## src/rtl/udp_frame_originator_pkg.sv

```systemverilog
// udp_frame_originator_pkg
//   Shared definitions for the UDP frame originator:
//     - state_e         : top-level FSM state encoding (idle / header / payload)
//     - UDP_HDR_BYTES   : size of the UDP header in bytes
//     - BYTES_PER_WORD  : bytes carried by one 64-bit sample word
//     - DEFAULT_TTL     : IP time-to-live placed in every header
//     - udp_length()    : UDP length field for a given number of payload words
package udp_frame_originator_pkg;

    typedef enum logic [1:0] {
        StIdle    = 2'd0,
        StHdr     = 2'd1,
        StPayload = 2'd2
    } state_e;

    localparam int unsigned UDP_HDR_BYTES  = 8;
    localparam int unsigned BYTES_PER_WORD = 8;
    localparam logic [7:0]  DEFAULT_TTL    = 8'd64;

    // UDP length = header + payload, truncated to the 16-bit field width.
    function automatic logic [15:0] udp_length(input int unsigned words);
        return 16'(UDP_HDR_BYTES + BYTES_PER_WORD * words);
    endfunction

endpackage

```

## src/rtl/udp_word_serializer.sv

```systemverilog
// udp_word_serializer
//   Holds one 64-bit word and emits it as 8 bytes, byte 0 (bits [7:0]) first,
//   one byte per tvalid && tready cycle. A new word can be loaded in the same
//   cycle the final byte of the current word handshakes, so back-to-back words
//   stream without a bubble.
//
// Ports
//   clk, rst_n  : clock, asynchronous active-low reset
//   load        : load word into the holding register (only honoured when can_load)
//   word        : 64-bit word to load
//   word_last   : loaded word is the final word of the datagram (drives tlast)
//   can_load    : holding register empty, or its last byte handshakes this cycle
//   tdata       : current payload byte
//   tvalid      : holding register is occupied
//   tready      : downstream ready
//   tlast       : byte 7 of the final word is on the bus
//   frame_end   : pulse, the tlast byte handshakes this cycle
module udp_word_serializer (
    input  logic        clk,
    input  logic        rst_n,
    input  logic        load,
    input  logic [63:0] word,
    input  logic        word_last,
    output logic        can_load,
    output logic [7:0]  tdata,
    output logic        tvalid,
    input  logic        tready,
    output logic        tlast,
    output logic        frame_end
);

    logic [63:0] hold_q, hold_d;
    logic        full_q, full_d;
    logic        last_q, last_d;
    logic [2:0]  idx_q,  idx_d;

    logic byte_hs;
    logic word_done;

    assign byte_hs   = full_q && tready;
    assign word_done = byte_hs && (idx_q == 3'd7);
    assign can_load  = !full_q || word_done;
    assign frame_end = word_done && last_q;

    always_comb begin
        tvalid = full_q;
        tdata  = 8'(hold_q >> {idx_q, 3'b000});
        tlast  = full_q && last_q && (idx_q == 3'd7);
    end

    always_comb begin
        hold_d = hold_q;
        full_d = full_q;
        last_d = last_q;
        idx_d  = idx_q;

        if (byte_hs) begin
            // Index wraps 7 -> 0 on its own.
            idx_d = idx_q + 3'd1;
            if (idx_q == 3'd7) begin
                full_d = 1'b0;
            end
        end

        // A load takes priority over the empty-on-last-byte above.
        if (load && can_load) begin
            hold_d = word;
            full_d = 1'b1;
            last_d = word_last;
            idx_d  = 3'd0;
        end
    end

    always_ff @(posedge clk or negedge rst_n) begin
        if (!rst_n) begin
            hold_q <= '0;
            full_q <= 1'b0;
            last_q <= 1'b0;
            idx_q  <= 3'd0;
        end else begin
            hold_q <= hold_d;
            full_q <= full_d;
            last_q <= last_d;
            idx_q  <= idx_d;
        end
    end

endmodule

```

## src/rtl/udp_frame_originator.sv

```systemverilog
// udp_frame_originator
//   Packs a stream of 64-bit sample words into UDP datagrams of WORDS_PER_FRAME
//   words. Each datagram is a header handshake followed by a byte payload.
//
//   Optional build macro: UDP_ORIG_SEQNUM_EN
//     When defined, every payload starts with one extra 8-byte word
//     {32'd0, frame_count} (LSB first) ahead of the sample words, and the UDP
//     length grows by 8. When undefined no sequence logic exists.
//
// Ports
//   clk, rst_n              : clock, asynchronous active-low reset
//   s_tdata/s_tvalid/s_tready: 64-bit sample word input (no tlast)
//   tx_udp_hdr_valid/ready  : UDP header handshake
//   tx_udp_ip_* / tx_udp_*  : header fields (constant for a given build)
//   tx_udp_payload_axis_*   : byte payload stream, tlast on final byte
//   frame_count             : datagrams completed since reset (wraps)
module udp_frame_originator #(
    parameter int unsigned WORDS_PER_FRAME = 16,
    parameter logic [15:0] SRC_PORT        = 16'd1234,
    parameter logic [15:0] DEST_PORT       = 16'd1234,
    parameter logic [31:0] SRC_IP          = {8'd192, 8'd168, 8'd1, 8'd128},
    parameter logic [31:0] DEST_IP         = {8'd192, 8'd168, 8'd1, 8'd100}
) (
    input  logic        clk,
    input  logic        rst_n,

    input  logic [63:0] s_tdata,
    input  logic        s_tvalid,
    output logic        s_tready,

    output logic        tx_udp_hdr_valid,
    input  logic        tx_udp_hdr_ready,
    output logic [5:0]  tx_udp_ip_dscp,
    output logic [1:0]  tx_udp_ip_ecn,
    output logic [7:0]  tx_udp_ip_ttl,
    output logic [31:0] tx_udp_ip_source_ip,
    output logic [31:0] tx_udp_ip_dest_ip,
    output logic [15:0] tx_udp_source_port,
    output logic [15:0] tx_udp_dest_port,
    output logic [15:0] tx_udp_length,
    output logic [15:0] tx_udp_checksum,

    output logic [7:0]  tx_udp_payload_axis_tdata,
    output logic        tx_udp_payload_axis_tvalid,
    input  logic        tx_udp_payload_axis_tready,
    output logic        tx_udp_payload_axis_tlast,
    output logic        tx_udp_payload_axis_tuser,

    output logic [31:0] frame_count
);

    import udp_frame_originator_pkg::*;

`ifdef UDP_ORIG_SEQNUM_EN
    localparam int unsigned SEQ_WORDS = 1;
`else
    localparam int unsigned SEQ_WORDS = 0;
`endif
    localparam int unsigned TOTAL_WORDS   = WORDS_PER_FRAME + SEQ_WORDS;
    localparam logic [7:0]  TOTAL_WORDS_B = 8'(TOTAL_WORDS);
    localparam logic [7:0]  LAST_WORD_B   = 8'(TOTAL_WORDS - 1);
    localparam logic [15:0] LENGTH        = udp_length(TOTAL_WORDS);

    state_e      state_q, state_d;
    logic [7:0]  word_cnt_q, word_cnt_d;     // words loaded into the serialiser this frame
    logic [31:0] frame_count_q, frame_count_d;
    logic [1:0]  rst_sync_q;

    logic        run_en;
    logic        ser_load;
    logic [63:0] ser_word;
    logic        ser_last;
    logic        ser_can_load;
    logic        ser_frame_end;

    // Reset release is synchronised so the FSM never leaves idle on the
    // cycle rst_n deasserts asynchronously.
    always_ff @(posedge clk or negedge rst_n) begin
        if (!rst_n) begin
            rst_sync_q <= 2'b00;
        end else begin
            rst_sync_q <= {rst_sync_q[0], 1'b1};
        end
    end

    assign run_en = rst_sync_q[1];

    // Header fields are build-time constants.
    assign tx_udp_ip_dscp      = 6'd0;
    assign tx_udp_ip_ecn       = 2'd0;
    assign tx_udp_ip_ttl       = DEFAULT_TTL;
    assign tx_udp_ip_source_ip = SRC_IP;
    assign tx_udp_ip_dest_ip   = DEST_IP;
    assign tx_udp_source_port  = SRC_PORT;
    assign tx_udp_dest_port    = DEST_PORT;
    assign tx_udp_length       = LENGTH;
    assign tx_udp_checksum     = 16'd0;

    assign tx_udp_payload_axis_tuser = 1'b0;
    assign frame_count               = frame_count_q;

    always_comb begin
        state_d          = state_q;
        word_cnt_d       = word_cnt_q;
        frame_count_d    = frame_count_q;
        tx_udp_hdr_valid = 1'b0;
        s_tready         = 1'b0;
        ser_load         = 1'b0;
        ser_word         = s_tdata;
        ser_last         = 1'b0;

        unique case (state_q)
            StIdle: begin
                if (run_en && s_tvalid) begin
                    state_d = StHdr;
                end
            end

            StHdr: begin
                tx_udp_hdr_valid = 1'b1;
                if (tx_udp_hdr_ready) begin
                    state_d = StPayload;
                end
            end

            StPayload: begin
                if (word_cnt_q != TOTAL_WORDS_B) begin
`ifdef UDP_ORIG_SEQNUM_EN
                    if (word_cnt_q == 8'd0) begin
                        // Sequence word is sourced internally; input stays blocked.
                        ser_word = {32'd0, frame_count_q};
                        ser_load = ser_can_load;
                    end else begin
                        s_tready = ser_can_load;
                        ser_load = s_tvalid && ser_can_load;
                    end
`else
                    s_tready = ser_can_load;
                    ser_load = s_tvalid && ser_can_load;
`endif
                    ser_last = (word_cnt_q == LAST_WORD_B);
                    if (ser_load) begin
                        word_cnt_d = word_cnt_q + 8'd1;
                    end
                end

                // Final word was loaded earlier, so this never coincides with a load.
                if (ser_frame_end) begin
                    state_d       = StIdle;
                    word_cnt_d    = 8'd0;
                    frame_count_d = frame_count_q + 32'd1;
                end
            end

            default: begin
                state_d = StIdle;
            end
        endcase
    end

    always_ff @(posedge clk or negedge rst_n) begin
        if (!rst_n) begin
            state_q       <= StIdle;
            word_cnt_q    <= 8'd0;
            frame_count_q <= 32'd0;
        end else begin
            state_q       <= state_d;
            word_cnt_q    <= word_cnt_d;
            frame_count_q <= frame_count_d;
        end
    end

    udp_word_serializer u_serializer (
        .clk       (clk),
        .rst_n     (rst_n),
        .load      (ser_load),
        .word      (ser_word),
        .word_last (ser_last),
        .can_load  (ser_can_load),
        .tdata     (tx_udp_payload_axis_tdata),
        .tvalid    (tx_udp_payload_axis_tvalid),
        .tready    (tx_udp_payload_axis_tready),
        .tlast     (tx_udp_payload_axis_tlast),
        .frame_end (ser_frame_end)
    );

endmodule

```

## config.mk

```make
export PLATFORM = sky130hd
export DESIGN_NAME = udp_frame_originator
export DESIGN_NICKNAME = d
export VERILOG_FILES = /design/src/rtl/udp_frame_originator_pkg.sv /design/src/rtl/udp_word_serializer.sv /design/src/rtl/udp_frame_originator.sv
export SDC_FILE = /design/constraint.sdc
export NUM_CORES = 1
export LEC_CHECK = 0
export ABC_AREA = 1
export ABC_CLOCK_PERIOD_IN_PS = 2360
export BUFFER_PORTS_ARGS = -buffer_cell sky130_fd_sc_hd__buf_4
export CAP_MARGIN = 20
export CORE_UTILIZATION = 50
export DETAILED_ROUTE_END_ITERATION = 6
export PLACE_DENSITY = 0.81
export SYNTH_ARGS = -nofsm -noshare
export SYNTH_HDL_FRONTEND = slang
export SYNTH_SLANG_ARGS = --single-unit
export TNS_END_PERCENT = 10
```

## constraint.sdc

```tcl
create_clock -name clk -period 2.36 [get_ports clk]
set_input_delay 0.118 -clock clk [delete_from_list [all_inputs] [get_ports clk]]
set_output_delay 0.118 -clock clk [all_outputs]
set_load 0.05 [all_outputs]
```

* Word-level counts from Yosys, hierarchy flattened
Cells that the tools add are included.
Widths: inputs -> output; s select.
** Storage, ports and cells
- Register bits :: 113
- Latch bits :: 0
- Memory bits (writable) :: 0
- ROM bits :: 0
- Input bits :: 69
- Output and inout port bits :: 189
- Logic and storage cells :: 58
- Memories kept :: 0
** Cells by class
- Add/sub/neg operators :: 3
- Multipliers :: 0
- Divide/modulo/power cells :: 0
- Magnitude comparators :: 0
- Equality and inequality tests :: 8
- Shifts and indexed selects :: 1
- Muxes and demuxes :: 19
- Bitwise operators :: 0
- Reductions and logical operators :: 19
** Operators by type and width (number)
- $shr 64x6->8 :: 1
- $add 32x1->32 const B :: 1
- $mux 8 :: 3
- $mux 1 :: 10
- $add 8x1->8 const B :: 1
- $eq 8x4->1 const B :: 1
- $logic_and 1x1->1 :: 8
- $ne 8x5->1 const B :: 1
- $reduce_bool 2->1 :: 4
- $mux 2 :: 3
- $mux 3 :: 2
- $ne 2x2->1 const B :: 3
- $pmux 2 s3 :: 1
- $reduce_and 3->1 :: 2
- $reduce_and 2->1 :: 2
- $add 3x1->3 const B :: 1
- $eq 3x3->1 const B :: 1
- $eq 2x1->1 const B :: 1
- $eq 2x2->1 const B :: 1
- $logic_not 2->1 :: 1
- $logic_not 1->1 :: 1
- $logic_or 1x1->1 :: 1

* Logic depth before layout (Yosys ltp)
Gate-level depths: netlist of the first run.
- Depth in word-level cells :: 9
- Gate-level depth with buffers :: 11
- Gate-level depth less buffers :: 11

* Hierarchy
Synthesis of the first run repeated with hierarchy kept, for this count alone.
** Unflattened totals
- Cells, all modules :: 1001
- Area total of the unflattened synthesis :: 7300.8 um^2
** By module, submodules not included
- udp_frame_originator :: instances 1, cells each 479, area each 3679.8 um^2, sequential area each 1101.1 um^2
- udp_word_serializer :: instances 1, cells each 522, area each 3621.0 um^2, sequential area each 1726.7 um^2

* Worst setup path after synthesis of the first run
No wires, ideal clock.
- Path kind :: register -> output
- From :: register u_serializer.idx_q[1]
- To :: output s_tready
- Arrival time :: 1.894 ns
- Required time :: 2.242 ns
- Setup slack :: 0.348 ns
- Stages on the path, launching flop included :: 5
- Path buffers :: 0
- Path through :: dfrtp_1 -> ha_1 -> ha_1 -> a21oi_1 -> nor3_1
** On the way
- Cells in the longest elaborated chain, start to end :: 5
** Ends and longest elaborated chain
- from (decl) :: line udp_word_serializer.sv:35 : logic [2:0] idx_q, idx_d;
- from (signal assigned) :: line udp_word_serializer.sv:84 : idx_q <= idx_d;
- $eq 3x3->1 :: line udp_word_serializer.sv:41 : assign word_done = byte_hs && (idx_q == 3'd7);
- $logic_and 1x1->1 :: line udp_word_serializer.sv:41
- $logic_or 1x1->1 :: line udp_word_serializer.sv:42 : assign can_load = !full_q || word_done;
- $mux 1 :: line udp_frame_originator.sv:127 : if (word_cnt_q != TOTAL_WORDS_B) begin
- $mux 1 :: line udp_frame_originator.sv:112 : unique case (state_q)
- to (decl) :: line udp_frame_originator.sv:29 : output logic s_tready,
Every way passes these cells.

* Worst setup path in the final report of the first run
- From :: register u_serializer.idx_q[0]
- To :: output tx_udp_payload_axis_tdata[5]
** On the way
- Cells in the longest elaborated chain, start to end :: 1
** Ends and longest elaborated chain
- $shr 64x6->8 :: line udp_word_serializer.sv:47 : tdata = 8'(hold_q >> {idx_q, 3'b000});
- to (decl) :: line udp_frame_originator.sv:43 : output logic [7:0] tx_udp_payload_axis_tdata,
Every way passes these cells.

==> run metrics, run 1 <==
total routed wirelength 16.7 mm; transition time at the pin with the least slew margin roughly 0.55 ns; share of the core filled with cells about two thirds; run status complete, no violations; final net count between 1k and 1.5k; residual antenna-violating net count after detailed routing 0; Leakage around 4.7 nW; clock tree root driver cell sky130_fd_sc_hd__clkbuf_16; post-synthesis sequential element count approximately 110; placed cells 1,215; overall global routing resource usage 23.3%; sequential area share after synthesis 40.3%; kind of end point of the critical path output port; first-pass GRT wire length ~27 mm; headroom to the max-slew limit between 60% and 70%; Min-Delay Path Class in -> reg; violation count after the first detailed-route iteration between 300 and 400; Crit Reg-Reg Endpoint frame_count[24]; top achievable clock speed about 440 MHz; post-CTS clock slew at the launch and capture registers of the worst setup and hold paths approximately 0.050 ns; total of endpoints with negative setup slack in the final report 0; synthesized area per cell roughly 7.4 sq um; uppermost layer routed met4; number of vias in the routed layout just over 6k; Cell Chain, Critical Path clkbuf_8 -> clkinvlp_4 -> buf_4 -> nor2_1 -> o22ai_1 -> nand2_1 -> nand2_1 -> buf_4; Hold Path Cell Cnt 3; r2r worst-path depth 11; Final Max Slew Viols 0; wire length on met2 8.10 mm; Critical Path Max Stage Delay 0.37 ns; Boundary Pins 258; global route total overflow 0; largest fanout on the critical path 34; WL met1 roughly 7.3 mm; most used cells in the layout excluding fill and tap cells sky130_fd_sc_hd__nand2_1 (384), sky130_fd_sc_hd__conb_1 (146), sky130_fd_sc_hd__buf_4 (119); Final Wtd Congestion about 0.95; post-detailed-placement cell area 0.00746 sq mm; drt wl/cell roughly 13 um; Min Clock Period, post-route about 2.3 ns; startpoint-to-endpoint class of the critical path reg -> out; combinational family with the most area after synthesis simple AND/OR/NAND/NOR gates; non-filler instance count after layout ~1.3k; TritonCTS clock tree done; final std cell area, no fill 0.00875 sq mm; pin count of the biggest net entering global routing 80; clock latency reported for the late side of the worst-skew pair 0.42 ns; cell row count 42; multiplexer share of the synthesized area about 2.3%; Post-route DRC 0; count of final hold-check violations 0; synthesized instance count 946; Synth Cell Area between 0.007 and 0.008 sq mm; clock buffer depth 2; antenna violations before repair 2; die width ~120 um; start of the worst register-to-register path u_serializer.idx_q[0]; y dimension of the die ~120 um; RSZ-0062 raised after global routing yes; xor/xnor cell area share of the yosys netlist between 2 and 2.5%; layout cells sized above 1 between 10% and 20%; required time of the worst setup path ~2.2 ns; post-DP HPWL between 10 and 15 mm; final critical-path share of the clock period just under 100%; Filler Cell Count approximately 1.1k; CP startpoint u_serializer.idx_q[0]; post-route worst hold slack approximately 0.026 ns; most common library cell in the layout ignoring fill and taps sky130_fd_sc_hd__nand2_1; largest vdd supply drop 0.528 mV; length of routed met3 wiring just over 1 mm; post-synthesis compound-gate area fraction between 3 and 4%; Layout Skew approximately 0.0095 ns; simple logic cell fraction of the synthesized area between 20% and 30%; kind of launch point of the worst setup path flip-flop; power density cells a little over 1000 mW/mm^2; total clock buffers created by CTS 17; starting density of the core approximately 52%; flop-to-flop setup slack between 0.3 and 0.4 ns; destination of the critical timing path tx_udp_payload_axis_tdata[5]; number of library cell types mapped by synthesis 31; layout overhead on the synthesized area 24.7%; Synthesis Warnings 0; number of max-cap violations 0; number of clock sinks roughly 110; total iterations of the first detailed-routing run 5; Synth Area in Adders less than 1%; Clock H-tree levels 4; area of the core 0.0135 sq mm; arrival time of the worst setup path roughly 2.2 ns; number of buffers inserted by port buffering approximately 110; number of global-route vias before repair around 5.6k; die outline area roughly 0.015 sq mm; number of vias per cell 4.69; slowest cell on the critical path sky130_fd_sc_hd__dfrtp_1
## critical path, delay by kind of cell, from the launching register on
| family | cells | cell delay, ns |
|---|---|---|
| compound gates | 1 | 0.12 |
| simple gates | 3 | 0.29 |
| buf+inv | 4 | 0.96 |
| flops | 1 | 0.37 |
## registers in the layout, summed over array words and instances, names as in the netlist
register	count
u_serializer.last_q	1
word_cnt_q	8
u_serializer.idx_q	3
rst_sync_q	2
u_serializer.tvalid	1
frame_count	32
u_serializer.hold_q	64
state_q	2
## metal layers
layer / GRT usage, % / vias to the layer above
met2: 37.6 / 260
li1: - / 3012
met4: 9.95 / 0
met5: 0 / -
met1: 30.9 / 2872
met3: 4.15 / 31
## timing repair
| action | in CTS | in global routing |
|---|---|---|
| hold endpoints to repair | 105 | 0 |
| gates resized for setup | 1 | 4 |
| hold buffers | 66 | 0 |
| setup endpoints to repair | 8 | 10 |
| setup buffers | 0 | 0 |
## worst min-delay path by stage
stage,start,slack [ns],to
after global routing,s_tvalid,0.06,state_q[0]
after global placement,rst_n,0.14,frame_count[5]
after detailed placement,rst_n,0.15,frame_count[5]
final,s_tvalid,0.03,state_q[0]
after floorplan,rst_n,-0.18,frame_count[0]
after CTS,s_tvalid,0.01,state_q[0]
## synthesized netlist by cell type (all sizes together)
| cell type | n | share of area, % |
|---|---|---|
| nand3b | 2 | 0.21 |
| or2 | 1 | 0.089 |
| nand4 | 14 | 1.2 |
| o31ai | 1 | 0.11 |
| and2 | 1 | 0.089 |
| conb | 2 | 0.11 |
| inv | 56 | 3.0 |
| clkbuf | 13 | 0.70 |
| o22ai | 16 | 1.4 |
| mux2i | 16 | 2.3 |
| nand2 | 385 | 21 |
| nor2 | 79 | 4.6 |
| a21oi | 4 | 0.29 |
| nor3 | 5 | 0.57 |
| o21bai | 1 | 0.11 |
| o21ai | 22 | 1.6 |
| xnor2 | 4 | 0.50 |
| buf | 160 | 17 |
| clkinv | 2 | 0.11 |
| xor2 | 14 | 1.7 |
| nand3 | 30 | 2.2 |
| ha | 5 | 0.89 |
| dfrtp | 113 | 40 |
## power by group
group	internal, mW	switching (mW)	total (mW)
combinational	1.09	2.38	3.47
clock	1.61	0.934	2.54
sequential	2.50	0.354	2.86
## per-stage QoR
step,setup WS [ns],power [mW],setup TNS [ns]
finish,0.0690,8.86,0
detailed placement,0.255,6.15,0
floorplan,0.348,5.50,0
global route,-0.0358,9.33,-0.0876
CTS,0.0455,8.83,0
global placement,0.316,6.10,0
## cell type report
type	count	area (sq um)	share of cell area, %
Multi-Input combinational cell	746	3260	37.2
Antenna cell	2	5.00	0.0572
Clock buffer	20	457	5.22
Sequential cell	113	2830	32.3
Inverter	58	224	2.56
Clock inverter	12	133	1.52
Timing Repair Buffer	189	1630	18.6
Tap cell	176	220	2.52
## cell families (layout without fill, tap and decap cells)
group | Yosys count | after routing
xor+xnor | 18 | 18
other cells | 2 | 148
flops | 113 | 113
buf+inv | 231 | 279
fa+ha+maj | 5 | 5
mux | 16 | 16
simple gates | 517 | 517
compound gates | 44 | 44
Power figures use the tool's default switching activity.
==> run 2, diff against run 1 <==
Settings changed: ABC_AREA 1 to default, CORE_UTILIZATION 50 to 49, PLACE_DENSITY 0.81 to 0.82.
==> run 2 against run 1 <==
Setup slack improved by 0.096 ns. Critical path depth decreased by 4. Sequential power increased by 1%. Cell area decreased by 7.2%. Register-to-register slack got worse by 0.07 ns. Synthesized area decreased by 9.7%.
==> run metrics, run 2 <==
arrival time of the worst setup path 2.08 ns (-0.09 ns); count of final hold-check violations 0 (unchanged); most used cells in the layout excluding fill and tap cells sky130_fd_sc_hd__nand2_1 (214), sky130_fd_sc_hd__conb_1 (146), sky130_fd_sc_hd__buf_4 (121); non-filler instance count after layout 1,037 (-21%); post-layout worst setup margin 0.165 ns (+0.0958 ns); post-CTS clock slew at the launch and capture registers of the worst setup and hold paths 0.05 ns (about the same); clock latency reported for the late side of the worst-skew pair 0.42 ns (about the same); pin count of the biggest net entering global routing 70 (-13%); flip-flop count of the largest register after layout 64 (unchanged); area of the core 0.0126 sq mm (-6.2%); number of buffers and inverters on the critical path 2 (-2); Clock H-tree levels 4 (unchanged); final critical-path share of the clock period 93.0% (-4.1 points); starting density of the core 50.2% (-2.0 points); most area-consuming cells after synthesis sky130_fd_sc_hd__dfrtp_1 (45%), sky130_fd_sc_hd__buf_4 (18%), sky130_fd_sc_hd__nand2_1 (13%), sky130_fd_sc_hd__mux4_2 (5.7%), sky130_fd_sc_hd__xor2_1 (2.3%); number of global-route vias before repair 4,657 (-17%); kind of end point of the critical path output port; post-route total power 8.83 mW (-0.43%); headroom to the max-slew limit 50.0% (-14 points); cell row count 41 (-2.4%); setup bufs post-CTS 0 (unchanged); number of clock sinks 113 (unchanged); top achievable clock speed 456 MHz (+4.4%); Async S/R FF share, synth 100% (unchanged); flop-to-flop setup slack 0.24 ns (-0.07 ns); post-DP HPWL 8.98 mm (-19%); post-synthesis sequential element count 113 (unchanged); global-route met1 utilization 27.0% (-3.9 points); clock buffer depth 2 (unchanged); Post-route DRC 0 (unchanged); Final Wtd Congestion 0.822 (-13%); Worst Hold Launch s_tvalid; number of max-cap violations 0 (unchanged); post-placement setup slack 0.303 ns (+0.0480 ns); number of vias per cell 4.67 (-0.57%); clock tree root driver cell sky130_fd_sc_hd__clkbuf_16; total routed wirelength 14.6 mm (-13%); start of the worst register-to-register path u_serializer.idx_q[0]; synthesized area per cell 9.50 sq um (+28%); placed cells 937 (-23%); total negative setup slack 0 ns (unchanged); most used standard cells in the synthesized netlist sky130_fd_sc_hd__nand2_1 (214), sky130_fd_sc_hd__buf_4 (150), sky130_fd_sc_hd__dfrtp_1 (113); sequential area share after synthesis 44.6% (+4.3 points); layout cells sized above 1 21.8% (+6.8 points); Largest Register u_serializer.hold_q; Min Clock Period, post-route 2.20 ns (-0.0958 ns); die width 116 um (-4.0%); most instantiated flip-flop cell in the synthesis netlist sky130_fd_sc_hd__dfrtp_1; run status complete, no violations; number of buffers inserted by port buffering 112 (unchanged); Hold Path Cell Cnt 4 (+1); Critical Path Max Stage Delay 0.56 ns (+0.19 ns); met3 Resource Use GR 6.22% (+2.1 points); overall global routing resource usage 22.5% (-0.82 points); Synth Cell Area 0.00634 sq mm (-9.7%); die outline area 0.0134 sq mm (-7.7%); transition time at the pin with the least slew margin 0.749 ns (+0.203 ns); drt wl/cell 14.1 um (+11%); most instantiated library cell after synthesis sky130_fd_sc_hd__nand2_1; final net count 925 (-23%); most common library cell in the layout ignoring fill and taps sky130_fd_sc_hd__nand2_1; Synthesis Warnings 0 (unchanged); Final Max Slew Viols 0 (unchanged); Leakage 4.23 nW (-11%); r2r worst-path depth 7 (-4); Boundary Pins 258 (unchanged); largest fanout on the critical path 17 (-50%); Cell Chain, Critical Path buf_6 -> mux4_2 -> mux2_2 -> buf_4; synthesized instance count 667 (-29%); power density cells 1090 mW/mm^2 (+7.3%); y dimension of the die 116 um (-4.0%); Most Crowded Layer GR met2; cell family contributing the most delay on the critical path multiplexers; number of vias in the routed layout 4,838 (-22%); startpoint-to-endpoint class of the critical path reg -> out; required time of the worst setup path 2.24 ns (about the same); slowest cell on the critical path sky130_fd_sc_hd__mux4_2; Min-Delay Path Class in -> reg; share of the synthesized area in the top cell type 44.6% (+4.3 points); violation count after the first detailed-route iteration 421 (+12%); total of endpoints with negative setup slack in the final report 0 (unchanged); number of flops mapped to enable cells by yosys 0 (unchanged); post-route worst hold slack 0.0943 ns (+0.0685 ns); residual antenna-violating net count after detailed routing 0 (unchanged); global route total overflow 0 (unchanged); cell taking the most area after synthesis sky130_fd_sc_hd__dfrtp_1; layout overhead on the synthesized area 28.2%; TritonCTS clock tree done; total clock buffers created by CTS 17 (unchanged); Layout Skew 0.0117 ns (+0.00213 ns); antenna violations before repair 2 (unchanged); number of library cell types mapped by synthesis 40 (+29%); Crit Reg-Reg Endpoint u_serializer.hold_q[56]; worst-case hold path end point state_q[0]; GR met2 Demand/Resource 37.3% (-0.36 points); largest vdd supply drop 0.775 mV (+47%); total iterations of the first detailed-routing run 4 (-1); kind of launch point of the worst setup path flip-flop; first-pass GRT wire length 22.8 mm (-14%); RSZ-0062 raised after global routing no
run 2: cell types whose count changed in the layout (fill, tap and decap cells not counted), sizes merged, moves of 16 or more:
cell	before	now
o22ai	16	0
mux4	0	16
nand2	385	214
nor2	79	7
o21ai	22	5
inv	57	8
mux2i	16	0
run 2: logic make-up after synthesis:
logic type	synth area share, %
AOI/OAI and AO/OA	2.33
buffers and inverters	19.7
DFF	44.6
adders and majority gates	0.987
xor gates and xnor gates	4.42
muxes	7.29
and+or+nand+nor	20.6
other	0.119
run 2: area by class of cell:
class                      count  area [sq um]
inverter                       8          30.0
timing repair buffer         191          1630
fill                         950          4500
clock inverter                 5           100
antenna                        2          5.00
tap                          172           215
sequential                   113          2830
multi-input combinational    520          2820
clock buffer                  26           499
run 2: how the worst max path moves through the flow:
stage | start | to | slack (ns) | cells past startpoint
floorplan | frame_count[0] | frame_count[30] | 0.21 | 6
global placement | u_serializer.idx_q[0] | word_cnt_q[1] | 0.42 | 7
detailed placement | u_serializer.idx_q[0] | word_cnt_q[1] | 0.30 | 7
CTS | u_serializer.idx_q[0] | tx_udp_payload_axis_tdata[5] | 0.06 | 4
global route | u_serializer.idx_q[0] | tx_udp_payload_axis_tdata[6] | 0.06 | 4
finish | u_serializer.idx_q[0] | tx_udp_payload_axis_tdata[7] | 0.16 | 4
run 2: stage by stage:
stage | util, % | cell area, sq um
6_report | 64.4 | 8120
3_3_place_gp | 54.2 | 6840
4_1_cts | 64.3 | 8110
2_1_floorplan | - | 6880
3_5_place_dp | 54.2 | 6840
5_1_grt | 64.4 | 8120
run 2: timing repair:
item / 4_1_cts / 5_1_grt
endpoints found under the setup margin: 0 / 1
gates resized for setup: 0 / 1
hold buffers: 67 / 0
endpoints found under the hold margin: 123 / 0
run 2: power breakdown:
group / internal [mW] / leakage (nW) / switching [mW]
Sequential: 2.52 / 1.45 / 0.378
Clock: 1.76 / 0.294 / 0.846
Combinational: 1.22 / 2.49 / 2.11
run 2: tightest hold or removal path: cells and delay by family:
family | cells | cell delay, ns
buffers and inverters | 1 | 0.13
AND/OR/NAND/NOR | 2 | 0.08
multiplexers | 1 | 0.13
run 2: metal layers:
layer  up-vias  routed length (um)
met4         0                 507
met5         -                   0
met1      2325                5710
li1       2268                   -
met2       203                7740
met3        42                 642
==> run 3, diff against run 2 <==
Settings changed: SETUP_SLACK_MARGIN from default to 0.3.
==> run 3 against run 2 <==
Final cell count is 0.87% higher. Wire length is 5.9% higher. Highest routed layer unchanged. Largest power group unchanged. Largest cell class is now multi-input combinational cells. Power is 7.1% higher.
==> run metrics, run 3 (synthesis gave the netlist of run 2 again) <==
run status complete, no violations; global route total overflow 0 (unchanged); antenna violations before repair 2 (unchanged); Min-Delay Path Class in -> reg; number of buffers and inverters on the critical path 3 (+1); Boundary Pins 258 (unchanged); largest fanout on the critical path 5 (-12); headroom to the max-slew limit 53.3% (+3.2 points); non-filler instance count after layout 1,046 (+0.87%); Post-route DRC 0 (unchanged); required time of the worst setup path 2.24 ns (about the same); violation count after the first detailed-route iteration 524 (+24%); arrival time of the worst setup path 2.05 ns (-0.03 ns); number of max-cap violations 0 (unchanged); die outline area 0.0134 sq mm (unchanged); final std cell area, no fill 0.00841 sq mm (+3.5%); post-DP HPWL 8.76 mm (-2.5%); startpoint-to-endpoint class of the critical path reg -> out; flop-to-flop setup slack 0.29 ns (+0.05 ns); RSZ-0062 raised after global routing yes; overall global routing resource usage 23.6% (+1.0 points); cell row count 41 (unchanged); Final Max Slew Viols 0 (unchanged); cell family contributing the most delay on the critical path multiplexers; total of endpoints with negative setup slack in the final report 0 (unchanged); share of the core filled with cells 66.6% (+2.3 points); die width 116 um (unchanged); final critical-path share of the clock period 91.9% (-1.1 points); library cell appearing most often on the critical path sky130_fd_sc_hd__buf_12; drt wl/cell 14.8 um (+5.0%); first-pass GRT wire length 23.9 mm (+4.7%); starting density of the core 50.2% (unchanged); layout overhead on the synthesized area 32.7%; worst-case hold path end point state_q[0]; clock tree root driver cell sky130_fd_sc_hd__clkbuf_16; Layout Skew 0.00793 ns (-0.00372 ns); final net count 933 (+0.86%); kind of end point of the critical path output port; area of the core 0.0126 sq mm (unchanged); count of final hold-check violations 0 (unchanged); total negative setup slack 0 ns (unchanged); residual antenna-violating net count after detailed routing 0 (unchanged); Worst Hold Launch s_tvalid; placed cells 936 (-0.11%); post-detailed-placement cell area 0.00683 sq mm (-0.26%); Final Wtd Congestion 0.828 (+0.74%); kind of launch point of the worst setup path flip-flop; clock buffer depth 2 (unchanged); clock latency reported for the late side of the worst-skew pair 0.41 ns (about the same); number of vias per cell 4.83 (+3.6%); Leakage 4.34 nW (+2.6%); Clock H-tree levels 4 (unchanged); number of buffers inserted by port buffering 112 (unchanged); power density cells 1120 mW/mm^2 (+3.5%); Cell Chain, Critical Path buf_12 -> buf_12 -> mux4_2 -> mux2_4 -> buf_8; total iterations of the first detailed-routing run 5 (+1); most used cells in the layout excluding fill and tap cells sky130_fd_sc_hd__nand2_1 (214), sky130_fd_sc_hd__conb_1 (146), sky130_fd_sc_hd__buf_4 (115); r2r worst-path depth 8 (+1); Largest Register u_serializer.hold_q; slowest cell on the critical path sky130_fd_sc_hd__mux4_2; Min Clock Period, post-route 2.17 ns (-0.0260 ns); pin count of the biggest net entering global routing 70 (unchanged); TritonCTS clock tree done; number of vias in the routed layout 5,057 (+4.5%); largest vdd supply drop 0.639 mV (-18%); Critical Path Max Stage Delay 0.54 ns (-0.02 ns); Filler Cell Count 891 (-6.2%); transition time at the pin with the least slew margin 0.701 ns (-0.0482 ns); number of global-route vias before repair 4,951 (+6.3%); layout cells sized above 1 24.2% (+2.4 points); most common library cell in the layout ignoring fill and taps sky130_fd_sc_hd__nand2_1; start of the worst register-to-register path word_cnt_q[1]; post-CTS clock slew at the launch and capture registers of the worst setup and hold paths 0.05 ns (about the same); Hold Path Cell Cnt 4 (unchanged); flip-flop count of the largest register after layout 64 (unchanged); Crit Reg-Reg Endpoint u_serializer.hold_q[14]; total routed wirelength 15.5 mm (+5.9%); top achievable clock speed 461 MHz (+1.2%); number of clock sinks 113 (unchanged); total clock buffers created by CTS 17 (unchanged); y dimension of the die 116 um (unchanged)
[run 3: cell type report]
cell class / instances / area (sq um) / share of cell area, %
Antenna cell: 2 / 5.00 / 0.0595
Inverter: 8 / 30.0 / 0.357
Multi-Input combinational cell: 520 / 2890 / 34.4
Clock inverter: 9 / 126 / 1.50
Clock buffer: 23 / 498 / 5.92
Tap cell: 172 / 215 / 2.56
Sequential cell: 113 / 2830 / 33.7
Timing Repair Buffer: 199 / 1810 / 21.5
[run 3: worst max path at each step]
stage | from | endpoint | slack [ns] | cells past startpoint
floorplan | frame_count[3] | frame_count[30] | 0.35 | 5
global placement | word_cnt_q[5] | u_serializer.last_q | 0.40 | 4
detailed placement | word_cnt_q[5] | u_serializer.hold_q[14] | 0.30 | 5
CTS | u_serializer.idx_q[0] | tx_udp_payload_axis_tdata[3] | 0.22 | 5
global route | u_serializer.idx_q[0] | tx_udp_payload_axis_tdata[7] | 0.16 | 5
finish | u_serializer.idx_q[0] | tx_udp_payload_axis_tdata[7] | 0.19 | 5
[run 3: layer usage]
layer	vias to the layer above	routed length (um)	global-route usage, %
li1	2275	-	-
met1	2475	5860	27.3
met2	246	7930	39.3
met3	61	899	4.92
met4	0	780	16.5
met5	-	0	0
[run 3: power by group]
part / leakage, nW / switching (mW) / internal (mW) / total [mW]
Combinational: 2.59 / 2.24 / 1.62 / 3.86
Sequential: 1.44 / 0.400 / 2.52 / 2.92
Clock: 0.309 / 0.877 / 1.80 / 2.67
[run 3: repair_timing]
item,4_1_cts,5_1_grt
endpoints found under the hold margin,119,0
hold buffers,67,0
gates cloned,2,0
setup buffers,7,0
pin swaps,1,2
gates resized for setup,22,20
endpoints found under the setup margin,9,87
[run 3: through the flow]
stage	power, mW	hold slack (ns)	setup slack, ns
floorplan	5.45	-0.178	0.353
global placement	5.95	0.202	0.396
detailed placement	6.04	0.204	0.301
CTS	9.23	0.0859	0.222
global route	9.89	0.126	0.155
finish	9.46	0.116	0.191
[run 3: tightest hold or removal path: cells and delay by family]
kind	cells	cell delay [ns]
mux	1	0.14
buf+inv	1	0.13
simple gates	2	0.09
